### src/rtl/bp_retire_queue.sv
// In-order retire queue for predicted branches.
// Feeds resolved outcomes back to the predictor and flushes on a mispredict.
module bp_retire_queue #(
    parameter  int DEPTH  = 16,
    localparam int SLOT_W = $clog2(DEPTH),
    localparam int IDX_W  = SLOT_W + 1
) (
    input  logic              clk,
    input  logic              rst_n,
    input  logic              alloc_valid,
    input  logic              alloc_cond,
    input  logic              alloc_direct,
    input  logic              alloc_return,
    input  logic [31:0]       alloc_pc,
    input  logic              alloc_pred_taken,
    input  logic [31:0]       alloc_pred_target,
    input  logic [IDX_W-1:0]  alloc_index,
    output logic              alloc_ready,
    output logic [SLOT_W-1:0] alloc_slot,
    input  logic              res_valid,
    input  logic [SLOT_W-1:0] res_slot,
    input  logic              res_taken,
    input  logic [31:0]       res_target,
    output logic              rt_en_branch,
    output logic              rt_cond_branch,
    output logic              rt_direct_branch,
    output logic              rt_return_branch,
    output logic              rt_branch_taken,
    output logic              rt_prediction_correct,
    output logic [31:0]       rt_pc,
    output logic [31:0]       rt_calculated_pc,
    output logic [IDX_W-1:0]  rt_branch_index,
    output logic              mispredict_flush,
    output logic [SLOT_W:0]   count
);

    localparam logic [SLOT_W:0] FULL = (SLOT_W + 1)'(DEPTH);

    typedef struct packed {
        logic             cond;
        logic             direct;
        logic             ret;
        logic [31:0]      pc;
        logic             pt;
        logic [31:0]      ptgt;
        logic [IDX_W-1:0] idx;
        logic             rt;
        logic [31:0]      rtgt;
    } ent_t;

    ent_t              ent [DEPTH];
    logic [DEPTH-1:0]  vld;
    logic [DEPTH-1:0]  rsv;
    logic [SLOT_W-1:0] head;
    logic [SLOT_W-1:0] tail;

    ent_t h;
    logic ret;
    logic ok;
    logic flush;
    logic do_alloc;
    logic do_res;

    assign alloc_ready = (count < FULL);
    assign alloc_slot  = tail;

    assign h        = ent[head];
    assign ret      = vld[head] && rsv[head];
    assign ok       = (h.rt == h.pt) && (!h.rt || h.rtgt == h.ptgt);
    assign flush    = ret && !ok;
    assign do_alloc = alloc_valid && alloc_ready && !flush;
    assign do_res   = res_valid && vld[res_slot] && !rsv[res_slot] && !flush;

    // Payload carries no reset; the valid/resolved flags gate its use.
    always_ff @(posedge clk) begin
        if (do_alloc) begin
            ent[tail].cond   <= alloc_cond;
            ent[tail].direct <= alloc_direct;
            ent[tail].ret    <= alloc_return;
            ent[tail].pc     <= alloc_pc;
            ent[tail].pt     <= alloc_pred_taken;
            ent[tail].ptgt   <= alloc_pred_target;
            ent[tail].idx    <= alloc_index;
        end
        if (do_res) begin
            ent[res_slot].rt   <= res_taken;
            ent[res_slot].rtgt <= res_target;
        end
    end

    always_ff @(posedge clk or negedge rst_n) begin
        if (!rst_n) begin
            vld                   <= '0;
            rsv                   <= '0;
            head                  <= '0;
            tail                  <= '0;
            count                 <= '0;
            rt_en_branch          <= 1'b0;
            rt_cond_branch        <= 1'b0;
            rt_direct_branch      <= 1'b0;
            rt_return_branch      <= 1'b0;
            rt_branch_taken       <= 1'b0;
            rt_prediction_correct <= 1'b0;
            rt_pc                 <= '0;
            rt_calculated_pc      <= '0;
            rt_branch_index       <= '0;
            mispredict_flush      <= 1'b0;
        end else begin
            rt_en_branch          <= ret;
            rt_cond_branch        <= ret && h.cond;
            rt_direct_branch      <= ret && h.direct;
            rt_return_branch      <= ret && h.ret;
            rt_branch_taken       <= ret && h.rt;
            rt_prediction_correct <= ret && ok;
            rt_pc                 <= ret ? h.pc : '0;
            rt_calculated_pc      <= !ret ? '0 :
                                     h.rt ? h.rtgt : h.pc + 32'd4;
            rt_branch_index       <= ret ? h.idx : '0;
            mispredict_flush      <= flush;
            if (flush) begin
                vld   <= '0;
                rsv   <= '0;
                head  <= '0;
                tail  <= '0;
                count <= '0;
            end else begin
                if (ret) begin
                    vld[head] <= 1'b0;
                    rsv[head] <= 1'b0;
                    head      <= head + 1'b1;
                end
                if (do_alloc) begin
                    vld[tail] <= 1'b1;
                    rsv[tail] <= 1'b0;
                    tail      <= tail + 1'b1;
                end
                if (do_res) begin
                    rsv[res_slot] <= 1'b1;
                end
                count <= count + (SLOT_W + 1)'(do_alloc)
                               - (SLOT_W + 1)'(ret);
            end
        end
    end

endmodule

### config.mk
export PLATFORM = sky130hd
export DESIGN_NAME = bp_retire_queue
export DESIGN_NICKNAME = d
export VERILOG_FILES = /design/src/rtl/bp_retire_queue.sv
export SDC_FILE = /design/constraint.sdc
export NUM_CORES = 2
export LEC_CHECK = 0
export CAP_MARGIN = 40
export CORE_ASPECT_RATIO = 0.75
export CORE_MARGIN = 2
export CORE_UTILIZATION = 30
export DETAILED_ROUTE_END_ITERATION = 10
export DONT_BUFFER_PORTS = 1
export PLACE_DENSITY = 0.45
export RECOVER_POWER = 25
export SLEW_MARGIN = 20
export SYNTH_ARGS = -nofsm -noshare
export SYNTH_HDL_FRONTEND = slang
export SYNTH_SLANG_ARGS = --single-unit
### constraint.sdc
create_clock -name clk -period 10.85 [get_ports clk]
set_clock_uncertainty 0.15 [all_clocks]
set_input_delay 2.17 -clock clk [delete_from_list [all_inputs] [get_ports clk]]
set_output_delay 2.17 -clock clk [all_outputs]
set_load 0.005 [all_outputs]
==> metrics.md <==
| Metric | Value |
|---|---|
| Seq cells post-synth | between 1.5k and 2k |
| Starting density of the core | 0.3020 |
| DRT Pass-1 Iters | 5 |
| Sequential fraction of the synthesis area | 0.7700 |
| Final period utilization | 0.6332 |
| Gr ovfl total | 0 |
| Max_cap viols | 0 |
| Setup violators final | 0 |
| Share of the synthesized area in the top cell type | 0.7268 |
| Post-synth EDFFs | about 1.7k |
| Largest net degree at the start of global routing | 122 |
| Share of cells above drive strength 1 | 0.2620 |
| Leading area contributor after synthesis | edfxtp_1 |
| Reg2Reg Setup Slack | 3.98 ns |
| Final Hold Viols | 0 |
| CP endpoint kind | flip-flop |
| Area contributors post-synth | edfxtp_1 (73%), mux4_2 (15%), dfrtp_1 (4.3%) |
| Most frequent cells after synthesis | edfxtp_1 (1696), mux4_2 (475), dfrtp_1 (121) |
| Crit path DAT | about 7.4 ns |
| Fmax | 145.6 MHz |
| Gr busiest metal | met2 |
| Core area | between 0.2 and 0.25 sq mm |
| Critical Path RT | between 10 and 15 ns |
| Antenna violations before repair | 7 |
| Post-detail-place hpwl | roughly 120 mm |
| Post-layout minimum cycle time | a little under 7 ns |
| Worst skew pair latency | between 0.8 and 0.9 ns |
| Placed cell area | 0.07467 sq mm |
| PostCTS Resize Cnt | 0 |
| Max clock buf depth | 4 |
| Row count | about 150 |
| H-tree depth | 4 |
| Unrepaired setup endpoints after global routing | false |
| Clock Sinks | roughly 1.8k |
| Routed len/inst | 31.34 um |
| PwrDens | roughly 220 mW/mm^2 |
| Slew Limit Fails | 0 |
| Post-route ant nets | 0 |
| Ys flop type | edfxtp_1 |
| Clk Tree Root Cell | clkbuf_16 |
| Global-route usage over all layers | 0.1710 |
| Fin worst setup slack | about 4.0 ns |
| Netlist cell types | 50 |
| Worst Path Max Fanout | 63 |
| Nets@finish | 3406 |
| CP Launch Type | flip-flop |
| DR vias | 33.17k |
| Net Count, Synth | between 3k and 4k |
| Iteration-0 DRC Markers | approximately 3.6k |
| Global Route met1 Usage | 0.2463 |
| Setup_tns | 0 ns |
| Leakage power | between 20 and 25 nW |
| FFs w/ async S/R, synth | 0.06659 |
| Fill cells | between 20k and 25k |
| Outcome | finished clean |
| CTS tree | built |
| DRC errors left | 0 |
| Syn avg cell area | 22.22 sq um |
| Post-CTS Setup Bufs | 0 |
| Vias in the first global route | about 34k |
| Placement Setup Slack | 3.887 ns |
| Met3 Use GR | 0.04552 |
| Global-route wire length before repair | about 280 mm |
| Rel. slew slack | 0.4133 |
| # IOs | 200 |
| Count leader, synth | edfxtp_1 |
| Die Height | between 400 and 500 um |
| Crit Path Class | flip-flop to flip-flop |
| Worst hold slack | between 0.4 and 0.5 ns |
| Die area | 0.2375 sq mm |
| M2 GR Usage | 0.2559 |
| Mapped cell area | 0.07007 sq mm |
| Die X | between 500 and 600 um |
| Post-Layout Inst Area | about 0.080 sq mm |
| Worst setup path start | head[0] |
| Syn Inst Count | between 3k and 4k |
| Yosys warns | 0 |
| Port Buffers | 0 |
| Worst r2r src | head[0] |
| Final Wtd Congestion | between 0.7 and 0.8 |
| Worst-path clk slew | approximately 0.060 ns |
| Peak VDD IR | roughly 0.17 mV |
| HP Start | vld[13] |
| Via density per instance | between 5 and 6 |
| WL final | between 200 and 250 mm |
| Area Growth Syn to Fin | 14.48% |
| Total CTS buffers | approximately 180 |
| CTS Hold Bufs | 0 |
| Hold Crit Class | flip-flop to flip-flop |
| Finished Layout Cells | 6514 |
| Dpl cells | roughly 6.2k |
| Tightest Pin Transition | between 0.8 and 0.9 ns |
[final cells by class]
cell class | instances | area [sq um] | share of cell area
multi-input combinational | 1136 | 15470 | 0.1929
clock inverter | 72 | 479.2 | 0.005974
inverter | 27 | 103.9 | 0.001295
clock buffer | 245 | 4949 | 0.06169
tap | 3100 | 3879 | 0.04835
sequential | 1817 | 53970 | 0.6728
antenna | 6 | 15.01 | 0.0001872
timing repair buffer | 111 | 1354 | 0.01688
[metrics by stage]
stage	total power, mW	util
global placement	12.16	0.3204
detailed placement	12.18	0.3218
finish	17.92	0.3457
global route	18.62	0.3457
floorplan	10.85	-
CTS	18.15	0.3452
[worst paths after layout]
path                                            end  cells past startpoint
worst max-delay path                       count[4]                     20
worst min-delay path                        vld[13]                      2
worst max register to register             count[4]                     20
worst min register to register              vld[13]                      2
max in group asynchronous       rt_calculated_pc[1]                      0
min in group asynchronous             alloc_slot[2]                      0
[layer usage]
layer / vias to the layer above / wire length [um]
met4: 0 / 5129
met5: - / 0
li1: 13517 / -
met2: 1019 / 91330
met3: 248 / 15000
met1: 18384 / 92710
[power breakdown]
part	total (mW)	switching (mW)	leakage, nW	internal [mW]
Clock	5.95	2.64	2.67	3.31
Combinational	3.63	2.12	4.92	1.51
Sequential	8.34	0.226	16.9	8.12
[cell usage in the layout, fill, tap and decap left out, drive strengths merged, types with 5 or more instances in the layout]
master,n
a32oi,6
nand4,22
a22o,18
xor2,36
o21ai,19
dfrtp,121
diode,6
mux4,475
a31oi,17
a221oi,18
and3,5
a22oi,88
nor2,51
nand3,32
nand2,102
a21oi,62
ha,14
xnor2,31
buf,111
inv,30
clkinv,64
nor3,7
nor2b,7
bufinv,5
a211oi,31
nor3b,9
clkbuf,245
a311oi,9
and2,53
edfxtp,1696
[registers in the layout, indices dropped and copies added, names as in the netlist]
| register | cells |
|---|---|
| rt_branch_taken | 1 |
| rt_prediction_correct | 1 |
| rt_en_branch | 1 |
| vld | 16 |
| rt_return_branch | 1 |
| rt_branch_index | 5 |
| rt_calculated_pc | 32 |
| rt_pc | 32 |
| ent | 1696 |
| head | 4 |
| alloc_slot | 4 |
| rt_direct_branch | 1 |
| mispredict_flush | 1 |
| rt_cond_branch | 1 |
| count | 5 |
| rsv | 16 |
[critical path, stage by stage (launching register included)]
cell and delay [ns]:
dfrtp_4 0.87, buf_12 0.47, buf_4 0.69, mux4_2 0.60, mux4_2 0.47, xor2_1 0.17, nor4_2 0.49, nand3_4 0.31
buf_16 0.30, buf_12 0.26, a21bo_2 0.25, ha_1 0.27, inv_1 0.06, ha_1 0.16, inv_1 0.06, fa_1 0.43
inv_1 0.08, a21o_1 0.11, a21oi_1 0.07, xnor2_1 0.16, a21oi_1 0.05
[logic make-up after synthesis]
kind of cell	share of synthesized area
xor gates and xnor gates	0.008374
AOI/OAI and AO/OA	0.02964
DFF	0.7700
adders and majority gates	0.002785
buffers and inverters	0.01489
muxes	0.1532
and+or+nand+nor	0.02109
(Power assumes the default switching activity.)
